===== config.mk =====
export PLATFORM = sky130hd
export DESIGN_NAME = alarm_ring_sched
export DESIGN_NICKNAME = d
export VERILOG_FILES = /design/src/rtl/alarm_ring_sched_pkg.sv /design/src/rtl/alarm_ring_sched_hm_add_wrap.sv /design/src/rtl/alarm_ring_sched.sv
export SDC_FILE = /design/constraint.sdc
export NUM_CORES = 1
export LEC_CHECK = 0
export BUFFER_PORTS_ARGS = -buffer_cell sky130_fd_sc_hd__buf_2
export CORE_UTILIZATION = 40
export CTS_BUF_LIST = sky130_fd_sc_hd__clkbuf_16
export CTS_CLUSTER_SIZE = 25
export DETAILED_ROUTE_END_ITERATION = 8
export PLACE_DENSITY = 0.76
export SLEW_MARGIN = 10
export SYNTH_ARGS = -nofsm -noshare
export SYNTH_HDL_FRONTEND = slang
export SYNTH_HIERARCHICAL = 1
export SYNTH_SLANG_ARGS = --single-unit

===== constraint.sdc =====
create_clock -name CLK -period 3.25 [get_ports CLK]
set_input_delay 0.975 -clock CLK [delete_from_list [all_inputs] [get_ports CLK]]
set_output_delay 0.975 -clock CLK [all_outputs]
set_load 0.005 [all_outputs]

===== src/rtl/alarm_ring_sched_pkg.sv =====
// Shared alarm/time definitions: time field slices, wrap limits and ring FSM encoding.
package alarm_ring_sched_pkg;
  localparam int H_MSB = 16;
  localparam int H_LSB = 12;
  localparam int M_MSB = 11;
  localparam int M_LSB = 6;
  localparam int S_MSB = 5;
  localparam int S_LSB = 0;

  localparam int MAX_HOUR = 23;
  localparam int MAX_MIN  = 59;

  typedef enum logic [1:0] {
    IDLE     = 2'd0,
    RINGING  = 2'd1,
    SNOOZING = 2'd2,
    DONE     = 2'd3
  } ring_state_e;
endpackage


===== src/rtl/alarm_ring_sched_hm_add_wrap.sv =====
// H:M plus minutes, wrapping 23:59 -> 00:00. Combinational; add_min must be 0..59.
module hm_add_wrap
  import alarm_ring_sched_pkg::*;
(
  input  logic [4:0] hour,
  input  logic [5:0] minute,
  input  logic [5:0] add_min,
  output logic [4:0] sum_hour,
  output logic [5:0] sum_min
);

  logic [6:0] min_sum;

  always_comb begin
    min_sum  = {1'b0, minute} + {1'b0, add_min};
    sum_hour = hour;
    sum_min  = min_sum[5:0];
    // add_min <= 59 means at most one carry into the hour
    if (min_sum > 7'(MAX_MIN)) begin
      sum_min  = 6'(min_sum - 7'(MAX_MIN + 1));
      sum_hour = (hour == 5'(MAX_HOUR)) ? 5'd0 : hour + 5'd1;
    end
  end

endmodule


===== src/rtl/alarm_ring_sched.sv =====
// Alarm ring scheduler: match detect, ring / snooze / stop sequencing, piezo beep gate.
// Optional build macro ALARM_ESCALATE_EN: continuous tone after ESCALATE_S ringing seconds.
module alarm_ring_sched
  import alarm_ring_sched_pkg::*;
#(
  parameter int SNOOZE_MIN   = 5,
  parameter int MAX_SNOOZE   = 3,
  parameter int RING_TIMEOUT = 60,
  parameter int ESCALATE_S   = 20
) (
  input  logic        CLK,
  input  logic        RESET,
  input  logic        SEC_TICK,
  input  logic        ALARM_ENABLE,
  input  logic        SETTING,
  input  logic [16:0] CURRENT_TIME,
  input  logic [16:0] ALARM_TIME,
  input  logic        KEY_SNOOZE,
  input  logic        KEY_STOP,
  output logic        ALARM_DOING,
  output logic        PIEZO_GATE,
  output logic        SNOOZE_ACTIVE,
  output logic [1:0]  SNOOZE_CNT,
  output logic [16:0] NEXT_RING
);

  // One counter width covers both the ring timeout and the escalate threshold
  localparam int CNT_MAX = (RING_TIMEOUT > ESCALATE_S) ? RING_TIMEOUT : ESCALATE_S;
  localparam int CNT_W   = $clog2(CNT_MAX + 1);

  ring_state_e       state_q, state_d;
  logic              key_stop_r, key_stop_h, key_snz_r, key_snz_h;
  logic              stop_press, snz_press, snooze_req, time_match;
  logic [CNT_W-1:0]  ring_cnt_q, ring_cnt_d;
  logic              gate_q, gate_d;
  logic [1:0]        cnt_q, cnt_d;
  logic [16:0]       next_ring_q, next_ring_d;
  logic [4:0]        snz_hour;
  logic [5:0]        snz_min;
`ifdef ALARM_ESCALATE_EN
  logic [CNT_W-1:0]  esc_cnt_q, esc_cnt_d;
`endif

  hm_add_wrap u_hm_add (
    .hour     (CURRENT_TIME[H_MSB:H_LSB]),
    .minute   (CURRENT_TIME[M_MSB:M_LSB]),
    .add_min  (6'(SNOOZE_MIN)),
    .sum_hour (snz_hour),
    .sum_min  (snz_min)
  );

  // Keys reset to 1 so a key held through reset never reads as a press
  always_ff @(posedge CLK) begin
    if (RESET) begin
      key_stop_r <= 1'b1;
      key_stop_h <= 1'b1;
      key_snz_r  <= 1'b1;
      key_snz_h  <= 1'b1;
    end else begin
      key_stop_r <= KEY_STOP;
      key_stop_h <= key_stop_r;
      key_snz_r  <= KEY_SNOOZE;
      key_snz_h  <= key_snz_r;
    end
  end

  assign stop_press = key_stop_r & ~key_stop_h;
  assign snz_press  = key_snz_r & ~key_snz_h;
  assign time_match = (CURRENT_TIME == ALARM_TIME);
  assign snooze_req = snz_press | (ring_cnt_q == CNT_W'(RING_TIMEOUT));

  always_ff @(posedge CLK) begin
    if (RESET) state_q <= IDLE;
    else       state_q <= state_d;
  end

  always_comb begin
    state_d     = state_q;
    ring_cnt_d  = ring_cnt_q;
    gate_d      = gate_q;
    cnt_d       = cnt_q;
    next_ring_d = next_ring_q;
`ifdef ALARM_ESCALATE_EN
    esc_cnt_d   = esc_cnt_q;
`endif
    if (!ALARM_ENABLE) begin
      state_d     = IDLE;
      ring_cnt_d  = '0;
      gate_d      = 1'b0;
      cnt_d       = '0;
      next_ring_d = '0;
`ifdef ALARM_ESCALATE_EN
      esc_cnt_d   = '0;
`endif
    end else begin
      unique case (state_q)
        IDLE: begin
          if (!SETTING && time_match) begin
            state_d    = RINGING;
            ring_cnt_d = '0;
            gate_d     = 1'b1;
`ifdef ALARM_ESCALATE_EN
            esc_cnt_d  = '0;
`endif
          end
        end
        RINGING: begin
          if (stop_press) begin
            state_d = DONE;
            gate_d  = 1'b0;
            cnt_d   = '0;
          end else if (snooze_req) begin
            gate_d = 1'b0;
            if (cnt_q < 2'(MAX_SNOOZE)) begin
              state_d     = SNOOZING;
              cnt_d       = cnt_q + 2'd1;
              next_ring_d = {snz_hour, snz_min, CURRENT_TIME[S_MSB:S_LSB]};
            end else begin
              state_d = DONE;
              cnt_d   = '0;
            end
          end else if (SEC_TICK) begin
            ring_cnt_d = ring_cnt_q + CNT_W'(1);
`ifdef ALARM_ESCALATE_EN
            if (esc_cnt_q != CNT_W'(ESCALATE_S)) esc_cnt_d = esc_cnt_q + CNT_W'(1);
            gate_d = (esc_cnt_d == CNT_W'(ESCALATE_S)) ? 1'b1 : ~gate_q;
`else
            gate_d = ~gate_q;
`endif
          end
        end
        SNOOZING: begin
          if (stop_press) begin
            state_d = DONE;
            cnt_d   = '0;
          end else if (!SETTING && CURRENT_TIME == next_ring_q) begin
            state_d    = RINGING;
            ring_cnt_d = '0;
            gate_d     = 1'b1;
`ifdef ALARM_ESCALATE_EN
            esc_cnt_d  = '0;
`endif
          end
        end
        DONE: begin
          cnt_d = '0;
          // hold off until the matching minute has passed
          if (CURRENT_TIME[H_MSB:M_LSB] != ALARM_TIME[H_MSB:M_LSB]) state_d = IDLE;
        end
        default: state_d = IDLE;
      endcase
    end
  end

  always_ff @(posedge CLK) begin
    if (RESET) begin
      ring_cnt_q  <= '0;
      gate_q      <= 1'b0;
      cnt_q       <= '0;
      next_ring_q <= '0;
`ifdef ALARM_ESCALATE_EN
      esc_cnt_q   <= '0;
`endif
    end else begin
      ring_cnt_q  <= ring_cnt_d;
      gate_q      <= gate_d;
      cnt_q       <= cnt_d;
      next_ring_q <= next_ring_d;
`ifdef ALARM_ESCALATE_EN
      esc_cnt_q   <= esc_cnt_d;
`endif
    end
  end

  assign ALARM_DOING   = (state_q == RINGING);
  assign SNOOZE_ACTIVE = (state_q == SNOOZING);
  assign PIEZO_GATE    = gate_q;
  assign SNOOZE_CNT    = cnt_q;
  assign NEXT_RING     = (state_q == SNOOZING) ? next_ring_q : ALARM_TIME;

endmodule


After elaboration in Yosys (flattened, before gate mapping)
Cells that the tools add are included.
{"block": "op_classes", "add_sub_neg": 5, "magnitude_cmp": 2, "n_eq_ne": 19, "n_mux": 31, "bitwise_logic": 8, "n_reduce_logical": 12}
{"operator": "$mux 6", "count": 7}
{"operator": "$eq 17x17->1", "count": 2}
{"operator": "$mux 2", "count": 10}
{"operator": "$pmux 6 s3", "count": 1}
{"operator": "$mux 17", "count": 1}
{"operator": "$ne 2x2->1 const B", "count": 6}
{"operator": "$ne 11x11->1", "count": 1}
{"operator": "$mux 5", "count": 2}
{"operator": "$pmux 2 s4", "count": 1}
{"operator": "$reduce_and 4->1", "count": 2}
{"operator": "$add 6x3->7 const B", "count": 1}
{"operator": "$gt 7x6->1 const B", "count": 1}
{"operator": "$mux 1", "count": 7}
{"operator": "$reduce_and 7->1", "count": 1}
{"operator": "$add 6x1->6 const B", "count": 1}
{"operator": "$eq 6x6->1 const B", "count": 1}
{"operator": "$ne 3x1->1 const B", "count": 2}
{"operator": "$pmux 2 s3", "count": 1}
{"operator": "$reduce_bool 3->1", "count": 2}
{"operator": "$sub 6x6->6 const B", "count": 1}
{"operator": "$add 5x1->5 const B", "count": 1}
{"operator": "$eq 5x5->1 const B", "count": 1}
{"operator": "$not 1->1", "count": 5}
{"operator": "$reduce_and 5->1", "count": 1}
{"operator": "other kinds (14)", "count": 18}
{"block": "word_totals", "reg_bits": 32, "input_bits": 41, "out_inout_bits": 22, "wordCells": 86}

Longest topological paths before layout
{"block": "logic_depth", "ltp_word": 6, "depth_mapped": 13, "mapped_depth_nobuf": 13}

By module
The synthesis kept the hierarchy.
{"mod": "alarm_ring_sched", "n_inst": 1, "cells_per_inst": 248, "area_per_inst_um2": 2016.9, "seq_area_each_um2": 640.6}
{"mod": "hm_add_wrap", "n_inst": 1, "cells_per_inst": 65, "area_per_inst_um2": 523.0, "seq_area_each_um2": 0.0}

Worst setup path after synthesis
OpenSTA, ideal clock, no wires.
{"block": "synth_timing", "path_kind": "in2reg", "from": "input CURRENT_TIME[7]", "to": "register next_ring_q[15]", "setup_ps": 128, "arrival_time_ps": 3318, "t_required_ps": 3122, "path_slack_ps": -195, "path_stages": 13, "path_buffers": 0, "path_cell_list": "ha_1 a211oi_1 o21ba_2 nor2_1 ha_1 and3_1 a21oi_2 nor4b_4 nand3_2 a21oi_1 mux2_1 mux2i_1 nor2_1"}
{"block": "synth_between", "elab_chain_cells": 3}
{"element": "start: declaration", "line_no": "alarm_ring_sched.sv:16", "text": "input logic [16:0] CURRENT_TIME,"}
{"element": "$add 6x3->7", "line_no": "alarm_ring_sched_hm_add_wrap.sv:15", "text": "min_sum = {1'b0, minute} + {1'b0, add_min};"}
{"element": "$gt 7x6->1", "line_no": "alarm_ring_sched_hm_add_wrap.sv:19", "text": "if (min_sum > 7'(MAX_MIN)) begin"}
{"element": "$mux 5", "line_no": "alarm_ring_sched_hm_add_wrap.sv:19"}
{"element": "named net snz_hour[3]", "line_no": "alarm_ring_sched.sv:38", "text": "logic [4:0] snz_hour;"}
{"element": "end signal: assignment", "line_no": "alarm_ring_sched.sv:168", "text": "next_ring_q <= next_ring_d;"}
{"element": "end: declaration", "line_no": "alarm_ring_sched.sv:37", "text": "logic [16:0] next_ring_q, next_ring_d;"}
The timed path passes the listed nets, and every way through them passes these cells.
A chain may end at the register's enable or synchronous reset.

Final worst setup path
{"block": "layout_timing", "from": "input CURRENT_TIME[6]", "to": "register next_ring_q[15]"}
The elaborated chain is that of the path after synthesis.

==> results.json <==
{
  "relSlewSlack_pct": 63.2,
  "outcome": "completed",
  "totalWireLength_um": 6780,
  "finClkSkew_ps": 4.26,
  "core-area_mm2": 0.00603,
  "place.port_buffers": 62,
  "setup-tns-final_ps": 0,
  "cts_buffers": 5,
  "grt_pass1_wl_um": 10400,
  "start_util_pct": 42.2,
  "clock.fmax_ghz": 0.311,
  "period_needed_ps": 3220,
  "synth_area_mm2": 0.00254,
  "critPathRequiredTime_ps": 3420,
  "clk_latency_ps": 280,
  "syn_to_final_growth_pct": 32.3,
  "num_vias": 2556,
  "path_class": "primary input to register",
  "die_area_mm2": 0.00667,
  "synth_area_leaders": "dfxtp_1 25%, xnor2_1 10%, nand2_1 8.7%",
  "tightestPinTransition_ps": 553,
  "busiest_layer": "met2",
  "ctsHoldBuffers": 0,
  "switchingPower_uw": 341,
  "core.rowCount": 28,
  "vias_per_cell": 5.37,
  "antenna_found_initial": 0,
  "maxCapViolCount": 0,
  "fin_crit_sh_pct": 99.0,
  "ys_ff_latch": 32,
  "seqPwrFrac_pct": 33.4,
  "die_y_um": 81.7,
  "r2r_cells": 5,
  "first_pass_iters": 6,
  "p_int_uw": 844,
  "synthDominantCellAreaShare_pct": 25.2,
  "drtIter0Drc": 244,
  "rsz0062_at_grt": "yes",
  "power_uw": 1190,
  "cts.sinks": 32,
  "first_global_vias": 2367,
  "p_per_area_mw_per_mm2": 353,
  "hpwl_um": 5080,
  "io_pins": 63,
  "finalNonFillerCells": 476,
  "drc": 0,
  "die_w_um": 81.7,
  "synth_warnings": 6,
  "root_buffer": "clkbuf_16",
  "setup_viol": 0,
  "drive_above_1_share_pct": 34.2,
  "cts_max_level": 2,
  "grt_max_degree": 20,
  "layout.nets": 454,
  "switching_share_pct": 28.8,
  "cts_tree": "yes",
  "synthFlopType": "dfxtp_1",
  "ant_nets": 0,
  "total_leakage_power_uw": 0.00152,
  "overflow": 0,
  "grt_usage_pct": 20.4,
  "path_clk_slew_ps": 60,
  "slew_viol_final": 0,
  "yosysUniqueCellTypes": 60,
  "min_path_type": "register to register",
  "use_met3_pct": 3.22,
  "start_kind": "primary input",
  "postSynthCellCount": 313,
  "power_frac_clock_pct": 39.6,
  "critical_path.endpoint_type": "register",
  "synth_seq_area_share_pct": 25.2,
  "critPathArrivalTime_ps": 3390,
  "routabilityCongestion": 0.799,
  "wire_per_inst_um": 14.2,
  "worst-path-max-fanout": 5,
  "met1_usage_pct": 25.1,
  "yosys.area.top_type": "dfxtp_1",
  "place_inst": 466,
  "hold_path_depth": 1,
  "max-vdd-ir-drop_mv": 0.195,
  "avgSynthCellArea_um2": 8.11,
  "power_frac_comb_pct": 27.0,
  "grt_util_met2_pct": 36.0,
  "antenna_cells": 0,
  "async_flop_share_pct": 0,
  "cts.path.max_buffers": 2,
  "synth_edf_count": 0,
  "hold_viol": 0
}
## path summary, 6_finish.rpt
check / slack [ps] / endpoint / startpoint
min reg2reg: 440 / key_snz_h$_SDFF_PP1_ / key_snz_r$_SDFF_PP1_
min: 440 / key_snz_h$_SDFF_PP1_ / key_snz_r$_SDFF_PP1_
max reg2reg: 1140 / state_q[0]$_SDFFE_PP0P_ / state_q[0]$_SDFFE_PP0P_
max: 30 / next_ring_q[15]$_SDFFE_PP0P_ / CURRENT_TIME[6]
## routing by layer
layer	vias up	wire length (µm)
met3	17	413
li1	1251	-
met5	-	0
met2	107	3240
met1	1181	2970
met4	0	153
## placed cells by master (no fill, tap or decap), drive strengths merged, types with 6 or more instances in the layout
cell    n
mux2i  19
nor2   32
ha     12
nand3  12
dfxtp  32
nand2  61
nand4   6
mux2    6
xnor2  29
conb    7
xor2    8
a21oi  11
o21ai   7
nor3    7
buf    83
inv     6
## critical path, cell delays in order
cell     delay [ps]
buf_8           100
ha_4            160
fa_2            390
xor2_2          170
inv_2            70
ha_4            150
and3_4          140
a21oi_2         100
nor4b_4         250
nand3_4         180
a21oi_2         210
mux2_4          310
mux2i_1         120
nor2_1           60
## cell type report
class | instances | area, µm²
inverter | 6 | 22.5
multi-input combinational | 272 | 1970
clock buffer | 5 | 125
timing repair buffer | 83 | 482
sequential | 32 | 641
fill | 550 | 2670
clock inverter | 3 | 23.8
tap | 75 | 93.8
## power by group through the flow
stage / Clock, µW / Combinational, µW / Sequential, µW
floorplan: 0 / 173 / 404
global placement: 0 / 284 / 404
detailed placement: 0 / 288 / 404
CTS: 472 / 295 / 396
global route: 490 / 347 / 396
finish: 470 / 320 / 396
## state kept, by name, indices dropped and copies added, names as in the netlist, 2 cells and up
name and count:
ring_cnt_q 6, SNOOZE_CNT 2, state_q 2, next_ring_q 17
## synth_stat cells, types with 2 or more instances
master and number:
clkbuf_1 2, ha_1 12, o22ai_1 5, nor2b_1 3
nor2_1 31, or2_2 4, inv_2 2, a41oi_1 2
a211oi_2 2, xnor2_1 29, a31oi_1 3, dfxtp_1 32
nand3_1 11, inv_1 4, o21ai_0 7, nand2_2 2
o21ba_2 2, a21oi_1 10, mux2_2 4, conb_1 2
buf_6 2, nand4_1 6, nand2_1 59, o21a_1 2
nor3_1 7, and2_4 2, nand2b_1 3, a31o_2 2
xor2_1 7, a211oi_1 2, o31ai_1 2, buf_1 3
mux2i_1 19, mux2_1 2
## kinds of logic (layout without fill, tap and decap cells)
group / Yosys count / count (layout) / synth area share, %
AND/OR/NAND/NOR: 143 / 143 / 27.9
AO/OA/AOI/OAI: 47 / 47 / 13.9
XOR/XNOR: 37 / 37 / 13.1
flip-flops: 32 / 32 / 25.2
multiplexers: 25 / 25 / 10.1
buffers and inverters: 14 / 97 / 2.71
adder cells (fa/ha/maj): 13 / 13 / 6.70
other: 2 / 7 / 0.296
## timing repair
action                                 CTS  global route
pin swaps                                4            12
gates resized for setup                  1            14
gates cloned                             0             0
endpoints found under the hold margin    0             0
setup endpoints to repair                2             7
buffers inserted                         1             1
## per-stage QoR
step | worst slack, ps | hold slack (ps) | utilization, % | cell area (µm²)
global placement | -202 | 418 | 51.8 | 3120
finish | 33.3 | 444 | 55.8 | 3360
floorplan | 16.1 | 409 | - | 2620
CTS | -2.98 | 448 | 54.4 | 3280
detailed placement | -309 | 434 | 51.8 | 3120
global route | -88.7 | 462 | 55.8 | 3360
No activity file was read; power rests on OpenSTA's default activity.
